`src/rtl/instr_fetch_unit.sv`:
```
// rtl/instr_fetch_unit.sv - IF stage: PC, instruction memory address, IF/ID latch, stall/redirect/halt
// Optional performance counters enabled by defining IFETCH_PERF_CNT_EN.
module instr_fetch_unit #(
    parameter int          pcl       = 32,
    parameter int          In        = 32,
    parameter logic [31:0] RESET_PC  = 32'h0000_0000,
    parameter logic [31:0] NOP_WORD  = 32'h0000_0000,
    parameter logic [31:0] HALT_WORD = 32'hFFFF_FFFF
) (
    input  logic           clk,
    input  logic           rst_n,
    input  logic           stall,
    input  logic           redirect_en,
    input  logic [pcl-1:0] redirect_pc,
    output logic [pcl-1:0] imem_addr,
    input  logic [In-1:0]  imem_data,
    output logic [In-1:0]  ifid_instr,
    output logic [pcl-1:0] ifid_pc4,
    output logic           ifid_valid,
    output logic [pcl-1:0] pc_out,
`ifdef IFETCH_PERF_CNT_EN
    output logic [31:0]    fetch_cnt,
    output logic [31:0]    stall_cnt,
`endif
    output logic           halted
);

    typedef enum logic [1:0] {
        ST_BOOT = 2'd0,
        ST_RUN  = 2'd1,
        ST_HALT = 2'd2
    } state_t;

    state_t         state, state_nxt;
    logic [pcl-1:0] pc, pc_nxt, pc_plus4, redirect_word;
    logic [In-1:0]  instr_nxt;
    logic [pcl-1:0] pc4_nxt;
    logic           valid_nxt;
    logic           fetch_ev, stall_ev;

    assign pc_plus4      = pc + pcl'(4);
    assign redirect_word = redirect_pc & ~pcl'(3);
    assign imem_addr     = {2'b00, pc[pcl-1:2]};
    assign pc_out        = pc;
    assign halted        = (state == ST_HALT);

    always_comb begin
        state_nxt = state;
        pc_nxt    = pc;
        instr_nxt = ifid_instr;
        pc4_nxt   = ifid_pc4;
        valid_nxt = ifid_valid;
        fetch_ev  = 1'b0;
        stall_ev  = 1'b0;
        case (state)
            ST_BOOT: begin
                instr_nxt = In'(NOP_WORD);
                valid_nxt = 1'b0;
                state_nxt = ST_RUN;
            end
            ST_RUN: begin
                if (redirect_en) begin
                    pc_nxt    = redirect_word;
                    instr_nxt = In'(NOP_WORD);
                    valid_nxt = 1'b0;
                end else if (stall) begin
                    stall_ev = 1'b1;
                end else if (imem_data == In'(HALT_WORD)) begin
                    instr_nxt = In'(NOP_WORD);
                    valid_nxt = 1'b0;
                    state_nxt = ST_HALT;
                end else begin
                    instr_nxt = imem_data;
                    pc4_nxt   = pc_plus4;
                    valid_nxt = 1'b1;
                    pc_nxt    = pc_plus4;
                    fetch_ev  = 1'b1;
                end
            end
            ST_HALT: begin
                // stall is deliberately ignored here; only a redirect restarts fetching
                instr_nxt = In'(NOP_WORD);
                valid_nxt = 1'b0;
                if (redirect_en) begin
                    pc_nxt    = redirect_word;
                    state_nxt = ST_RUN;
                end
            end
            default: begin
                state_nxt = ST_BOOT;
            end
        endcase
    end

    always_ff @(posedge clk) begin
        if (!rst_n) begin
            state      <= ST_BOOT;
            pc         <= pcl'(RESET_PC);
            ifid_instr <= In'(NOP_WORD);
            ifid_pc4   <= '0;
            ifid_valid <= 1'b0;
        end else begin
            state      <= state_nxt;
            pc         <= pc_nxt;
            ifid_instr <= instr_nxt;
            ifid_pc4   <= pc4_nxt;
            ifid_valid <= valid_nxt;
        end
    end

`ifdef IFETCH_PERF_CNT_EN
    always_ff @(posedge clk) begin
        if (!rst_n) begin
            fetch_cnt <= '0;
            stall_cnt <= '0;
        end else begin
            if (fetch_ev && fetch_cnt != 32'hFFFF_FFFF) fetch_cnt <= fetch_cnt + 32'd1;
            if (stall_ev && stall_cnt != 32'hFFFF_FFFF) stall_cnt <= stall_cnt + 32'd1;
        end
    end
`endif

endmodule

```
`config.mk`:
```
export PLATFORM = sky130hd
export DESIGN_NAME = instr_fetch_unit
export DESIGN_NICKNAME = d
export VERILOG_FILES = /design/src/rtl/instr_fetch_unit.sv
export SDC_FILE = /design/constraint.sdc
export NUM_CORES = 1
export LEC_CHECK = 0
export CAP_MARGIN = 20
export CELL_PAD_IN_SITES_DETAIL_PLACEMENT = 0
export CELL_PAD_IN_SITES_GLOBAL_PLACEMENT = 1
export CORE_MARGIN = 5
export CORE_UTILIZATION = 28
export DETAILED_ROUTE_END_ITERATION = 8
export PLACE_DENSITY_LB_ADDON = 0.05
export SLEW_MARGIN = 10
export SYNTH_ARGS = -nofsm -noshare
export SYNTH_HDL_FRONTEND = slang
export SYNTH_SLANG_ARGS = --single-unit
```
`constraint.sdc`:
```
create_clock -name clk -period 1.9 [get_ports clk]
set_input_delay 0.38 -clock clk [delete_from_list [all_inputs] [get_ports clk]]
set_output_delay 0.38 -clock clk [all_outputs]
set_load 0.01 [all_outputs]
```
==> key figures <==
Clocking
  • Hold buffer count at cts: 0
  • Clk sink count: 95
  • Worst-path clk slew: 0.07 ns
  • Root buf cell: clkbuf_16
  • TritonCTS buffer count: 9
  • Clock Latency Late Sink: 0.35 ns
  • CTS tree: built
  • H-tree Lvls: 3
  • CTS max path bufs: 2

Critical path
  • Crit end category: flip-flop
  • Critical-path cell list: ha_4, and3_4, nand4_4, buf_4, nor4_4, xnor2_2, a211o_1, a21oi_2
  • Max incr delay on CP: 0.38 ns
  • Type of the worst setup path: flip-flop to flip-flop
  • CP Data Required Time: 2.19 ns
  • Crit path max fanout: 5
  • Startpoint types: flip-flop
  • WP data arrival: 2.14 ns
  • Critical path's slowest cell: dfxtp_4

GRT
  • All-Layer GR Usage: 0.166
  • Vias in the first global route: 4932
  • Initial antenna violation count: 0
  • First-pass GRT wire length: 26.4 mm
  • Grt ovf: 0
  • Largest net degree at the start of global routing: 51

Detailed routing
  • Drt drc: 0
  • Iter 0 DRT Violations: 253
  • First drt pass iteration count: 4
  • WL/cell: 16.6 µm
  • Final wirelength: 16.7 mm
  • Vias: 4871
  • Drt via density: 4.85
  • Final antenna-violating net count: 0

Floorplan
  • Full die area: 19500 µm²
  • # IOs: 198
  • Die W: 140 µm
  • Die Y: 140 µm
  • Starting Density: 0.285
  • Area of the core: 16500 µm²
  • Num rows: 47

Finish
  • Share of cells above drive strength 1: 0.245
  • Cell area after layout: 7890 µm²
  • NumNets Final: 849
  • Fill count: 1609
  • # diodes: 0
  • Area Overhead vs Synth: 67.5%
  • Fin cells: 1005
  • Commonest non-fill, non-tap cells in the layout: clkdlybuf4s50_1, nor2_1, dfxtp_1
  • Commonest non-fill, non-tap cell in the layout: clkdlybuf4s50_1

Timing
  • Peak Freq: 0.538 GHz
  • Min cycle time layout: 1.86 ns
  • Worst slew pin tran: 0.915 ns
  • Max-slew violations: 0
  • Clock skew: 0.00881 ns
  • Slew HR: 0.389
  • Final hold vios: 0
  • Final Cycle Share: 0.977
  • RSZ-0062 raised after global routing: true
  • Final setup fails: 0
  • Setup TNS: 0 ns

Min path
  • Min-Delay Path Class: primary input to flip-flop

Logic synthesis
  • Post-synth top area share: 0.404
  • Synth unique cells: 52
  • Synth area leaders: dfxtp_1, nor2_1, buf_4, a22oi_1, a211oi_1
  • Sequential share of the synthesized area: 0.404
  • Post-Syn Area: 4710 µm²
  • Yosys warns: 0
  • Post-synth EDFFs: 0
  • Post-synth ARST share: 0
  • Ys flop type: dfxtp_1
  • Synth area leader: dfxtp_1
  • Syn Inst Count: 569
  • Synthesized area per cell: 8.27 µm²
  • Seq cells post-synth: 95

Place
  • DP HPWL: 11.7 mm
  • Final GP Congestion: 0.733
  • Inst Count DP: 972
  • Placed standard-cell area: 7090 µm²
  • Port buffer count: 189

Power and ir drop
  • Final Power: 5.05 mW
  • Static leakage: 2.88 nW
  • Max IR drop VDD: 0.414 mV
  • PwrDens: 641 nW/µm²

Outcome
  • Status: complete, no violations

Flow run
  • Max-cap violations: 0
## cells by family (layout without fill, tap and decap cells)
group                      after synthesis  count (layout)  share of synthesized area
other                                    1               6                   0.000797
xor gates and xnor gates                29              29                     0.0540
and+or+nand+nor                        212             214                      0.212
AOI/OAI and AO/OA                      139             139                      0.205
muxes                                    3               3                    0.00638
buffers and inverters                   89             298                      0.115
adders and majority gates                1               1                    0.00266
DFF                                     95              95                      0.404
## metal layers
metal	track usage	part of all wire	wire, µm
met5	0	0	0
met3	0.0501	0.074	1230
met4	0.0541	0.014	236
met1	0.201	0.42	7090
met2	0.283	0.49	8140
## registers in the layout, summed over array words and instances, names as in the netlist
signal and count:
state 2, ifid_valid 1, ifid_instr 32, pc_out 30
ifid_pc4 30
## worst paths after layout
kind                            cells after the start           from  slack [ns]              to
worst max register to register                      8      pc_out[2]        0.04      pc_out[28]
worst min-delay path                                3  imem_data[23]        0.34  ifid_instr[23]
worst min register to register                      2     ifid_valid        0.47      ifid_valid
worst max-delay path                                8      pc_out[2]        0.04      pc_out[28]
## what timing repair did
action | CTS | global route
setup buffers | 4 | 8
resized for setup | 71 | 40
hold endpoints to repair | 0 | 0
pin swaps | 11 | 21
endpoints found under the setup margin | 93 | 63
cloned | 3 | 2
## critical path, delay by kind of cell (launching register included)
| family | cells | cell delay [ns] |
|---|---|---|
| flops | 1 | 0.38 |
| xor+xnor | 1 | 0.11 |
| compound gates | 2 | 0.43 |
| fa+ha+maj | 1 | 0.15 |
| buf+inv | 1 | 0.20 |
| simple gates | 3 | 0.51 |
## stage by stage
step / hold slack, ns / setup WS, ns / utilization
global route: 0.376 / -0.0506 / 0.477
floorplan: 0.459 / 0.00518 / -
global placement: 0.450 / -0.646 / 0.429
CTS: 0.423 / -0.00160 / 0.462
detailed placement: 0.455 / -0.707 / 0.429
finish: 0.339 / 0.0428 / 0.477
## where the power goes
group,internal (mW),leakage (nW),switching (mW)
Sequential,2.08,0.780,0.0648
Clock,1.02,0.144,0.817
Combinational,0.589,1.96,0.485
Total,3.68,2.88,1.37
## layout make-up
class | instances | area, µm² | share of cell area
clock buffers | 10 | 229 | 0.0290
repair buffers | 277 | 2750 | 0.348
clock inverters | 6 | 61.3 | 0.00778
flip-flops and latches | 95 | 1920 | 0.244
multi-input cells | 392 | 2630 | 0.334
inverters | 5 | 18.8 | 0.00238
well taps | 220 | 275 | 0.0349
## synthesized netlist by cell type (2+ instances only)
cell	number
a31oi_1	2
nor2_1	100
o211ai_1	2
inv_1	5
a31o_2	3
nand4_1	15
and3_1	2
a22o_1	3
clkbuf_1	26
o21ai_0	15
a21oi_1	29
nand3b_1	2
buf_2	12
o32ai_1	8
xor2_1	10
o31ai_1	5
a22oi_1	34
a211oi_1	26
xnor2_1	19
nand3_1	13
dfxtp_1	95
and2_1	3
buf_6	5
and4_1	3
or2_2	4
nor4_1	5
nand2_1	41
o21a_1	2
buf_4	39
a211o_1	5
nor3_1	12
mux2i_1	3
nor2b_1	2
(Power assumes the default switching activity.)
